===== config.mk =====
export PLATFORM = sky130hd
export DESIGN_NAME = pampy_ctrl
export DESIGN_NICKNAME = d
export VERILOG_FILES = /design/src/rtl/pampy_pkg.sv /design/src/rtl/pampy_sp_tracker.sv /design/src/rtl/pampy_ctrl.sv
export SDC_FILE = /design/constraint.sdc
export NUM_CORES = 1
export LEC_CHECK = 0
export BUFFER_PORTS_ARGS = -buffer_cell sky130_fd_sc_hd__buf_4
export CORE_ASPECT_RATIO = 1.25
export CORE_MARGIN = 2
export CORE_UTILIZATION = 52
export DETAILED_ROUTE_END_ITERATION = 8
export GPL_ROUTABILITY_DRIVEN = 0
export PLACE_DENSITY = 0.8
export REMOVE_ABC_BUFFERS = 1
export SETUP_SLACK_MARGIN = 0.4
export SLEW_MARGIN = 20
export SYNTH_ARGS = -nofsm -noshare
export SYNTH_HDL_FRONTEND = slang
export SYNTH_SLANG_ARGS = --single-unit
export TNS_END_PERCENT = 20

===== constraint.sdc =====
create_clock -name general_clk -period 3.4 [get_ports general_clk]
set_clock_uncertainty 0.05 [all_clocks]
set_input_delay 0.17 -clock general_clk [delete_from_list [all_inputs] [get_ports general_clk]]
set_output_delay 0.17 -clock general_clk [all_outputs]
set_load 0.01 [all_outputs]

===== src/rtl/pampy_pkg.sv =====
// Shared opcodes, FSM states and decode bundle for the pamPy sequencer.
package pampy_pkg;

  localparam int PC_W_DEF        = 12;
  localparam int STACK_DEPTH_DEF = 16;

  localparam logic [7:0] OP_POP_TOP = 8'h01;
  localparam logic [7:0] OP_NOP     = 8'h09;
  localparam logic [7:0] OP_ADD     = 8'h17;
  localparam logic [7:0] OP_SUB     = 8'h18;
  localparam logic [7:0] OP_RET     = 8'h53;
  localparam logic [7:0] OP_LOAD    = 8'h64;
  localparam logic [7:0] OP_JABS    = 8'h71;
  localparam logic [7:0] OP_JIF     = 8'h72;

  typedef enum logic [2:0] {
    ST_IDLE,
    ST_FETCH,
    ST_DECODE,
    ST_EXEC,
    ST_HALT
  } state_e;

  typedef enum logic [1:0] {
    ALU_ADD = 2'd0,
    ALU_SUB = 2'd1
  } alu_op_e;

  typedef struct packed {
    logic       push;
    logic [1:0] pop_cnt;
    logic       src_alu;
    alu_op_e    alu_op;
    logic       jump;
    logic       cjump;
    logic       ret;
    logic       err;
  } dec_t;

  function automatic dec_t decode_op(input logic [7:0] op);
    dec_t d;
    d = '0;
    unique case (op)
      OP_NOP: ;
      OP_POP_TOP: d.pop_cnt = 2'd1;
      OP_ADD: begin
        d.pop_cnt = 2'd2;
        d.push    = 1'b1;
        d.src_alu = 1'b1;
        d.alu_op  = ALU_ADD;
      end
      OP_SUB: begin
        d.pop_cnt = 2'd2;
        d.push    = 1'b1;
        d.src_alu = 1'b1;
        d.alu_op  = ALU_SUB;
      end
      OP_LOAD: d.push = 1'b1;
      OP_JABS: d.jump = 1'b1;
      OP_JIF: begin
        d.pop_cnt = 2'd1;
        d.cjump   = 1'b1;
      end
      OP_RET: begin
        d.pop_cnt = 2'd1;
        d.ret     = 1'b1;
      end
      default: d.err = 1'b1;
    endcase
    return d;
  endfunction

endpackage


===== src/rtl/pampy_sp_tracker.sv =====
// Stack depth register with a combinational pre-check of the pending
// instruction's push/pop against the current depth.
module pampy_sp_tracker #(
  parameter int STACK_DEPTH = 16,
  parameter int SP_W        = $clog2(STACK_DEPTH + 1)
) (
  input  logic            clk_i,
  input  logic            rst_i,
  input  logic            chk_push_i,
  input  logic [1:0]      chk_pop_i,
  output logic            fault_o,
  input  logic            upd_i,
  input  logic            upd_push_i,
  input  logic [1:0]      upd_pop_i,
  output logic [SP_W-1:0] sp_o
);

  localparam logic [SP_W:0] DEPTH = (SP_W + 1)'(STACK_DEPTH);

  logic [SP_W-1:0] sp_q, sp_d;
  logic [SP_W:0]   sp_x, after;
  logic            under, over;

  // One extra bit so the post-op depth can exceed STACK_DEPTH.
  always_comb begin
    sp_x    = {1'b0, sp_q};
    under   = sp_x < (SP_W + 1)'(chk_pop_i);
    after   = sp_x - (SP_W + 1)'(chk_pop_i)
            + (SP_W + 1)'(chk_push_i);
    over    = !under && (after > DEPTH);
    fault_o = under | over;
  end

  always_comb begin
    sp_d = sp_q;
    if (upd_i) begin
      sp_d = sp_q - SP_W'(upd_pop_i)
           + SP_W'(upd_push_i);
    end
  end

  always_ff @(posedge clk_i or posedge rst_i) begin
    if (rst_i) begin
      sp_q <= '0;
    end else begin
      sp_q <= sp_d;
    end
  end

  assign sp_o = sp_q;

endmodule


===== src/rtl/pampy_ctrl.sv =====
// pamPy instruction sequencer: fetch/decode/exec FSM, PC and strobes.
// Strobes are decoded from registered state only.
module pampy_ctrl
  import pampy_pkg::*;
#(
  parameter int STACK_DEPTH = STACK_DEPTH_DEF,
  parameter int PC_W        = PC_W_DEF
) (
  input  logic                               general_clk,
  input  logic                               general_reset,
  output logic                               MEM_REQ,
  output logic [PC_W-1:0]                    MEM_ADDR,
  input  logic                               MEM_ACK,
  input  logic [7:0]                         MEM_INSTR_IN,
  input  logic [7:0]                         MEM_ARG_IN,
  input  logic [7:0]                         TOP_STACK_IN,
  output logic                               STACK_PUSH,
  output logic [1:0]                         STACK_POP_CNT,
  output logic                               STACK_SRC_SEL,
  output logic [1:0]                         ALU_OP,
  output logic [PC_W-1:0]                    GENERAL_PC_OUT,
  output logic [7:0]                         GENERAL_INSTR_OUT,
  output logic [7:0]                         GENERAL_ARG_OUT,
  output logic [$clog2(STACK_DEPTH+1)-1:0]   SP_OUT,
  output logic                               HALT_OUT,
  output logic                               ERR_OUT
);

  state_e          state_q, state_d;
  logic [PC_W-1:0] pc_q, pc_d;
  logic [7:0]      instr_q, arg_q;
  dec_t            dec_q, dec_d, dec_now;
  logic            err_q, err_d;
  logic            sp_fault;
  logic            exec_ok;
  logic            take_jump;

  assign dec_now = decode_op(instr_q);
  assign exec_ok = (state_q == ST_EXEC) && !dec_q.err;

  pampy_sp_tracker #(
    .STACK_DEPTH(STACK_DEPTH)
  ) u_sp (
    .clk_i     (general_clk),
    .rst_i     (general_reset),
    .chk_push_i(dec_now.push),
    .chk_pop_i (dec_now.pop_cnt),
    .fault_o   (sp_fault),
    .upd_i     (exec_ok),
    .upd_push_i(dec_q.push),
    .upd_pop_i (dec_q.pop_cnt),
    .sp_o      (SP_OUT)
  );

  assign take_jump = dec_q.jump
                   || (dec_q.cjump && (TOP_STACK_IN == 8'd0));

  always_comb begin
    state_d = state_q;
    pc_d    = pc_q;
    err_d   = err_q;
    dec_d   = dec_q;
    unique case (state_q)
      ST_IDLE: state_d = ST_FETCH;
      ST_FETCH: begin
        if (MEM_ACK) state_d = ST_DECODE;
      end
      ST_DECODE: begin
        dec_d     = dec_now;
        dec_d.err = dec_now.err | sp_fault;
        state_d   = ST_EXEC;
      end
      ST_EXEC: begin
        // A faulting instruction leaves the PC on itself.
        if (dec_q.err) begin
          err_d   = 1'b1;
          state_d = ST_HALT;
        end else if (dec_q.ret) begin
          state_d = ST_HALT;
        end else begin
          state_d = ST_FETCH;
          if (take_jump) pc_d = PC_W'(arg_q);
          else           pc_d = pc_q + PC_W'(2);
        end
      end
      ST_HALT: ;
      default: state_d = ST_IDLE;
    endcase
  end

  always_ff @(posedge general_clk or posedge general_reset) begin
    if (general_reset) begin
      state_q <= ST_IDLE;
      pc_q    <= '0;
      err_q   <= 1'b0;
      dec_q   <= '0;
    end else begin
      state_q <= state_d;
      pc_q    <= pc_d;
      err_q   <= err_d;
      dec_q   <= dec_d;
    end
  end

  always_ff @(posedge general_clk or posedge general_reset) begin
    if (general_reset) begin
      instr_q <= '0;
      arg_q   <= '0;
    end else if ((state_q == ST_FETCH) && MEM_ACK) begin
      instr_q <= MEM_INSTR_IN;
      arg_q   <= MEM_ARG_IN;
    end
  end

  assign MEM_REQ           = (state_q == ST_FETCH);
  assign MEM_ADDR          = pc_q;
  assign STACK_PUSH        = exec_ok & dec_q.push;
  assign STACK_POP_CNT     = exec_ok ? dec_q.pop_cnt : 2'd0;
  assign STACK_SRC_SEL     = exec_ok & dec_q.src_alu;
  assign ALU_OP            = exec_ok ? dec_q.alu_op : 2'd0;
  assign GENERAL_PC_OUT    = pc_q;
  assign GENERAL_INSTR_OUT = instr_q;
  assign GENERAL_ARG_OUT   = arg_q;
  assign HALT_OUT          = (state_q == ST_HALT);
  assign ERR_OUT           = err_q;

endmodule


==> impl_metrics.ini, run 1 <==
[hold_path]
whs_endpoint = GENERAL_INSTR_OUT[3]
min_path_type = in2reg
hp-start = MEM_INSTR_IN[3]
hold_depth = 3

[synthesis]
ys_top_cells_by_area = dfrtp_1 42%, ha_1 6.8%, mux2_2 6.6%
synth_enable_flop_cells = 0
synth_area_um2 = 2749
synth.top_cell.area_share_pct = 41.88
ys_seq_elements = 46
synth_area_leader_cell = dfrtp_1
synth.distinct_cells = 51
synth_flop_cell = dfrtp_1
synth_most_common_cell = dfrtp_1
syn_inst = 279
syn_avg_cell_area_um2 = 9.853
synthArstFlopShare_pct = 100.0
ys_warn_count = 0
synthTopCellsByCount = 46 x dfrtp_1, 29 x nand2_1, 18 x inv_1
yosysSeqAreaShare_pct = 41.88

[setup_path]
crit_arrival_ns = 3.17
r2r_end = dec_q[0]
r2r_slack_ns = 0.37
end_kind = flip-flop
critPathLaunchType = flip-flop
required_ns = 3.53
critPathMaxFanout = 5
crit_type = reg2reg
ff2ff_path_depth = 13
r2r_start = GENERAL_INSTR_OUT[1]

[sta]
slew_violations = 0
min_period_ns = 3.034
tightest_slew_ns = 1.059
grt_setup_unrepaired = yes
maxSlewHeadroom_pct = 28.47
fmax_mhz = 329.6
holdWs_ns = 0.02000
finalHoldViolCount = 0
finalSetupTns_ns = 0
fin_crit_sh_pct = 89.23
final-setup-viol-count = 0

[routing]
dr.pass1.iters = 4
drtAntennaViolNets = 0
routed_wl_mm = 6.459
drt-vias-per-instance = 5.578
drt-wirelength-per-cell_um = 15.42
drc = 0
drt_iter0_drc = 143
vias = 2337

[layout]
drive_gt1_share_pct = 39.78
fin_cells = 419
antenna_cells = 0
final_nets = 400
finish.instance_area_um2 = 3548
postLayoutCoreUtil_pct = 69.85
syn2layout_area_growth_pct = 29.09

[clock_network]
clkTransAtPathRegs_ns = 0.08
cts_buffers = 5
clock_path_buffers = 2
tritoncts = done
cts_sinks = 46
root_buffer = clkbuf_8
postCtsHoldBufs = 0
clock_latency_ns = 0.30
cts.htree.levels = 2

[outcome]
status = completed

[place]
place_area_um2 = 3269
port_buffers = 79
dp_cells = 399
hpwl_mm = 4.564

[floorplanning]
ioPinCount = 81
core_area_um2 = 5080
rows = 29
die_h_um = 85.29
start_util_pct = 54.11
die_area_um2 = 5888
die_x_um = 69.03

[global_routing]
grt_use_total_pct = 22.32
grt_pass1_vias = 2268
grt_max_degree = 47
grt_overflow = 0
grt_pass1_wl_mm = 10.74
antenna_found_initial = 0

[flow_run]
drv_cap = 0

[power_and_ir_drop]
ir_worst_vdd_mv = 0.6502
powerDensity_nw_per_um2 = 889.2
p_leak_nw = 1.635
[routing by layer]
metal | track usage, % | vias up | share of wire [%]
met3 | 2.850 | 16 | 3.5
met4 | 8.734 | 0 | 2.7
met2 | 38.81 | 67 | 53
li1 | - | 1107 | -
met1 | 28.30 | 1147 | 41
met5 | 0 | - | 0
[worst max-delay path, stage by stage, from the launching register on]
cell      delay (ns)
dfrtp_2         0.43
buf_4           0.16
or3_4           0.40
a21oi_4         0.13
o21ai_2         0.10
inv_2           0.11
ha_4            0.13
inv_2           0.04
ha_1            0.29
a211o_1         0.28
and3_4          0.18
o311a_1         0.29
a311oi_1        0.21
a31oi_1         0.10
[sequential cells by signal, summed over array words and instances (netlist names)]
register,cells
GENERAL_INSTR_OUT,8
state_q,3
GENERAL_PC_OUT,12
u_sp.sp_o,5
ERR_OUT,1
dec_q,9
GENERAL_ARG_OUT,8
[power by group]
group          switching [mW]  internal, mW  leakage, nW  total [mW]
combinational           0.844         0.907         1.04        1.75
clock                   0.186         0.216       0.0579       0.402
sequential              0.248         0.754        0.537        1.00
[stage by stage]
step | power [mW] | setup WS (ns)
2_1_floorplan | 1.962 | 0.3664
3_3_place_gp | 2.496 | 0.2976
3_5_place_dp | 2.556 | 0.2104
4_1_cts | 3.071 | 0.3240
5_1_grt | 3.407 | 0.2401
6_report | 3.155 | 0.3660
[how the worst max path moves through the flow]
stage                               from  cells past startpoint  endpoint  slack (ns)
CTS                 GENERAL_INSTR_OUT[5]                     12  dec_q[0]        0.32
finish              GENERAL_INSTR_OUT[1]                     13  dec_q[0]        0.37
floorplan           GENERAL_INSTR_OUT[1]                     10  dec_q[0]        0.37
global route        GENERAL_INSTR_OUT[7]                     13  dec_q[0]        0.24
detailed placement  GENERAL_INSTR_OUT[1]                     10  dec_q[0]        0.21
global placement    GENERAL_INSTR_OUT[1]                     10  dec_q[0]        0.30
[placed cells by master, fill, tap and decap left out, types with 5 or more instances in the layout]
cell type | Yosys | final
buf_4 | 15 | 90
dfrtp_1 | 46 | 42
nand2_1 | 29 | 29
nor2_1 | 17 | 17
mux2_2 | 16 | 16
o21ai_0 | 16 | 15
inv_1 | 18 | 14
ha_1 | 15 | 13
a21oi_1 | 13 | 12
xnor2_1 | 8 | 8
nand3_1 | 7 | 7
nand2b_1 | 6 | 6
and2_1 | 5 | 5
nor3_1 | 5 | 5
clkbuf_8 | 0 | 5
[logic make-up (layout without fill, tap and decap cells)]
kind of cell / count (synthesis) / count (layout) / synth area share, %
AND/OR/NAND/NOR: 96 / 96 / 19.71
AO/OA/AOI/OAI: 52 / 52 / 11.65
flip-flops: 46 / 46 / 41.88
buffers and inverters: 39 / 117 / 7.920
adder cells (fa/ha/maj): 17 / 17 / 8.284
multiplexers: 17 / 17 / 6.918
XOR/XNOR: 11 / 11 / 3.505
other: 1 / 1 / 0.1364
[area by class of cell]
type                            instances  area, um2
Inverter                               18      67.56
Multi-Input combinational cell        194       1443
Sequential cell                        46       1156
Tap cell                               62      77.57
Timing Repair Buffer                   91      695.7
Clock buffer                            5      68.82
Clock inverter                          3      40.04
Fill cell                             405       1531
[timing repair]
action	4_1_cts	5_1_grt
cloned	0	0
gates resized for setup	10	10
buffers inserted	8	4
endpoints found under the setup margin	1	1
pin swaps	7	11
(Power assumes the default switching activity.)
==> inputs of run 2 (changes only) <==
- CELL_PAD_IN_SITES_DETAIL_PLACEMENT: default -> 0
- CELL_PAD_IN_SITES_GLOBAL_PLACEMENT: default -> 1
- CORE_UTILIZATION: 52 -> 39
- PLACE_DENSITY: 0.8 -> default
- PLACE_DENSITY_LB_ADDON: default -> 0.1
==> impl_metrics.ini, run 2 (synthesized netlist as in run 1, its figures left out) <==
[outcome]
status = finished, violations left
violations = negative hold slack

[setup_path]
critical_path.max_stage_delay_ns = 0.40
required_ns = 3.53
path_cells = buf_4 -> or3_1 -> a21oi_2 -> o21ai_2 -> inv_1 -> ha_1 -> inv_1 -> ha_1 -> a211o_1 -> and3_4 -> o311a_1 -> a311oi_1 -> a31oi_1
crit_slowest_cell = dfrtp_1
critPathTopFamily = compound AO/OA/AOI/OAI gates
crit_arrival_ns = 3.12
ff2ff_path_depth = 13
critPathLaunchType = flip-flop
crit_type = reg2reg
end_kind = flip-flop
cp.depth = 13
critPathMaxFanout = 8
critPathBufInv = 3

[global_routing]
antenna_found_initial = 0
grt_pass1_vias = 2294
grt_pass1_wl_mm = 11.15
grt_max_degree = 47
grt_use_total_pct = 18.33
grt_overflow = 0

[power_and_ir_drop]
powerDensity_nw_per_um2 = 863.6
ir_worst_vdd_mv = 0.4105
p_leak_nw = 1.626
total_power_mw = 3.058

[sta]
tightest_slew_ns = 0.9059
finalHoldViolCount = 46
slew_violations = 0
fmax_mhz = 333.8
maxSlewHeadroom_pct = 39.61
finalSetupTns_ns = 0
fin_crit_sh_pct = 88.10
grt_setup_unrepaired = yes
final-setup-viol-count = 0
min_period_ns = 2.995
holdWs_ns = -0.05718

[clock_network]
root_buffer = clkbuf_8
cts.htree.levels = 2
clkTransAtPathRegs_ns = 0.09
cts_buffers = 5
cts_sinks = 46
clock_path_buffers = 2
tritoncts = done
postCtsHoldBufs = 0
clock_latency_ns = 0.30

[place]
port_buffers = 79
hpwl_mm = 4.914

[routing]
drt-vias-per-instance = 5.007
drc = 0
vias = 2243
drt-wirelength-per-cell_um = 14.65
routed_wl_mm = 6.563
drt_iter0_drc = 53
drtAntennaViolNets = 0
dr.pass1.iters = 4

[floorplanning]
die_h_um = 97.87
die_x_um = 79.09
ioPinCount = 81
rows = 34
die_area_um2 = 7740
core_area_um2 = 6892
start_util_pct = 39.89

[layout]
final_nets = 401
final_cell_mix = 92 x buf_4, 41 x dfrtp_1, 29 x nand2_1
layout_commonest_cell = buf_4
antenna_cells = 0
largest_reg_flops = 12
syn2layout_area_growth_pct = 28.81
drive_gt1_share_pct = 39.66

[flow_run]
drv_cap = 0

[hold_path]
min_path_type = in2async
run 2: final cells by class:
class | count | area [um2]
clock buffer | 5 | 68.82
clock inverter | 3 | 21.27
fill | 683 | 3351
inverter | 18 | 68.82
multi-input combinational | 194 | 1421
sequential | 46 | 1157
tap | 90 | 112.6
timing repair buffer | 92 | 690.7
run 2: path summary, 6_finish.rpt:
kind | start | end | slack [ns]
max in group asynchronous | general_reset | GENERAL_INSTR_OUT[6] | 2.82
worst min register to register | dec_q[4] | dec_q[4] | 0.43
worst min-delay path | general_reset | GENERAL_PC_OUT[2] | -0.06
worst max-delay path | GENERAL_INSTR_OUT[1] | dec_q[0] | 0.40
worst max register to register | GENERAL_INSTR_OUT[1] | dec_q[0] | 0.40
min in group general_clk | MEM_ARG_IN[6] | GENERAL_ARG_OUT[6] | 0.05
run 2: per-layer routing:
layer	wire, um	global-route usage, %
met1	2622	20.89
met3	278	3.142
met5	0	0
met2	3591	34.68
met4	72	4.775
run 2: stage by stage:
step                      instances  instance area (um2)  util [%]  setup slack, ns
after floorplan                 258                 2599         -           0.3664
after global placement          431                 3334     48.38           0.3218
after detailed placement        431                 3334     48.38           0.2603
after CTS                       446                 3507     50.89           0.3505
after global routing            448                 3541     51.38           0.2292
final                           448                 3541     51.38           0.4046
run 2: repair_timing:
action | 4_1_cts | 5_1_grt
pin swaps | 8 | 5
resized for setup | 10 | 6
buffers inserted | 7 | 2
cloned | 0 | 0
setup endpoints to repair | 1 | 1
hold endpoints to repair | 0 | 0
run 2: power breakdown:
part / switching (mW) / internal [mW]
logic: 0.858 / 0.891
clock network: 0.194 / 0.145
registers: 0.215 / 0.755
total: 1.27 / 1.79
==> inputs of run 3 (changes only) <==
- CORE_UTILIZATION: 39 -> 40
- CTS_BUF_LIST: default -> sky130_fd_sc_hd__clkbuf_4
==> impl_metrics.ini, run 3 (synthesized netlist as in run 1, its figures left out) <==
[routing]
drtAntennaViolNets = 0
drt_iter0_drc = 58
drt-wirelength-per-cell_um = 13.21
drt-vias-per-instance = 4.974
dr.pass1.iters = 4
routed_wl_mm = 6.090
drc = 0
vias = 2293

[sta]
finalHoldViolCount = 0
fin_crit_sh_pct = 89.55
fmax_mhz = 328.4
slew_violations = 0
maxSlewHeadroom_pct = 43.68
final-setup-viol-count = 0
setup_ws_ns = 0.3552
grt_setup_unrepaired = yes
min_period_ns = 3.045
tightest_slew_ns = 0.8448
finalSetupTns_ns = 0

[power_and_ir_drop]
ir_worst_vdd_mv = 0.4101
swShare_pct = 40.65
comb_power_share_pct = 56.4
switching_power_mw = 1.231
p_leak_nw = 1.690
clockPowerShare_pct = 11.1
powerDensity_nw_per_um2 = 820.0
pwr-share-seq_pct = 32.5
p_int_mw = 1.797

[setup_path]
ff2ff_path_depth = 12
end_kind = flip-flop
critPathMaxFanout = 6
required_ns = 3.60
crit_type = reg2reg
r2r_slack_ns = 0.36
critPathLaunchType = flip-flop
crit_arrival_ns = 3.25

[global_routing]
grt_max_degree = 47
grt_pass1_wl_mm = 10.41
met1_usage_pct = 22.54
grt_util_met3_pct = 3.451
antenna_found_initial = 0
met2_usage_pct = 28.38
grt_pass1_vias = 2218
grt_overflow = 0
grt_use_total_pct = 16.92
busiest_layer = met2

[floorplanning]
die_area_um2 = 7555
die_h_um = 96.69
core_area_um2 = 6606
rows = 33
ioPinCount = 81
die_x_um = 78.15
start_util_pct = 41.61

[flow_run]
drv_cap = 0

[hold_path]
min_path_type = in2reg
hold_depth = 3

[clock_network]
cts.htree.levels = 2
cts_buffers = 5
tritoncts = done
clkTransAtPathRegs_ns = 0.14
clock_latency_ns = 0.36
root_buffer = clkbuf_4
cts_sinks = 46
clock_path_buffers = 2

[layout]
finish.instance_area_um2 = 3692
layout_commonest_cell = buf_4
antenna_cells = 0
final_cell_mix = 91 x buf_4, 43 x dfrtp_1, 29 x nand2_1
fin_cells = 461
drive_gt1_share_pct = 37.43
largest_reg_flops = 12
final_nets = 417
syn2layout_area_growth_pct = 34.32

[place]
port_buffers = 79
dp_cells = 428
pre_cts_ws_ns = 0.2382
hpwl_mm = 4.577
place_area_um2 = 3331

[outcome]
status = completed
==> run 3: cell types whose count changed in the layout (fill, tap and decap cells not counted), moves of 2 or more <==
cell,delta
dfrtp_2,-2
dfrtp_1,+2
clkbuf_4,+5
dlygate4sd3_1,+17
clkbuf_8,-5
==> run 3: critical path: stages (launching register included) <==
cell and delay (ns):
dfrtp_1 0.45, or3_4 0.39, nor4_4 0.24, buf_4 0.16, a21oi_2 0.04, ha_1 0.29
inv_1 0.04, ha_2 0.17, a211o_1 0.33, and3_4 0.18, o311a_1 0.30, a311oi_2 0.19
a31oi_1 0.11
==> run 3: power groups by stage <==
stage          sequential [mW]  combinational (mW)  clock [mW]
3_3_place_gp              1.02                1.54           0
5_1_grt                   1.03                1.89       0.368
4_1_cts                  0.985                1.66       0.350
3_5_place_dp              1.03                1.55           0
2_1_floorplan             1.06               0.899           0
6_report                 0.983                1.71       0.336
==> run 3: layout make-up <==
type                            instances  area, um2
Fill cell                             619       2914
Inverter                               18      68.82
Clock inverter                          3      45.04
Tap cell                               87      108.9
Clock buffer                            5      37.54
Sequential cell                        46       1155
Multi-Input combinational cell        194       1424
Timing Repair Buffer                  108      853.3
==> run 3: routing by layer <==
| metal | vias up | wire length [um] |
|---|---|---|
| li1 | 1143 | - |
| met5 | - | 0 |
| met1 | 1079 | 2710 |
| met3 | 5 | 327 |
| met4 | 0 | 61 |
| met2 | 66 | 2991 |
==> run 3: worst paths after layout <==
| check | end | start |
|---|---|---|
| min in group asynchronous | GENERAL_PC_OUT[11] | general_reset |
| max in group asynchronous | GENERAL_INSTR_OUT[5] | general_reset |
| min | state_q[0] | MEM_ACK |
| max reg2reg | dec_q[0] | GENERAL_INSTR_OUT[7] |
| min reg2reg | ERR_OUT | ERR_OUT |
| max | dec_q[0] | GENERAL_INSTR_OUT[7] |
==> run 3: stage by stage <==
| step | utilization (%) | hold WS, ns | power (mW) |
|---|---|---|---|
| floorplan | - | 0.2368 | 1.962 |
| global placement | 50.42 | 0.3267 | 2.560 |
| detailed placement | 50.42 | 0.3356 | 2.573 |
| CTS | 55.28 | 0.004958 | 2.998 |
| global route | 55.89 | 0.04360 | 3.285 |
| finish | 55.89 | 0.01877 | 3.028 |
==> run 3: what timing repair did <==
action	4_1_cts	5_1_grt
hold buffers	17	0
gates cloned	0	0
setup buffers	7	1
pin swaps	7	6
endpoints found under the setup margin	1	1
resized for setup	9	6
endpoints found under the hold margin	42	0
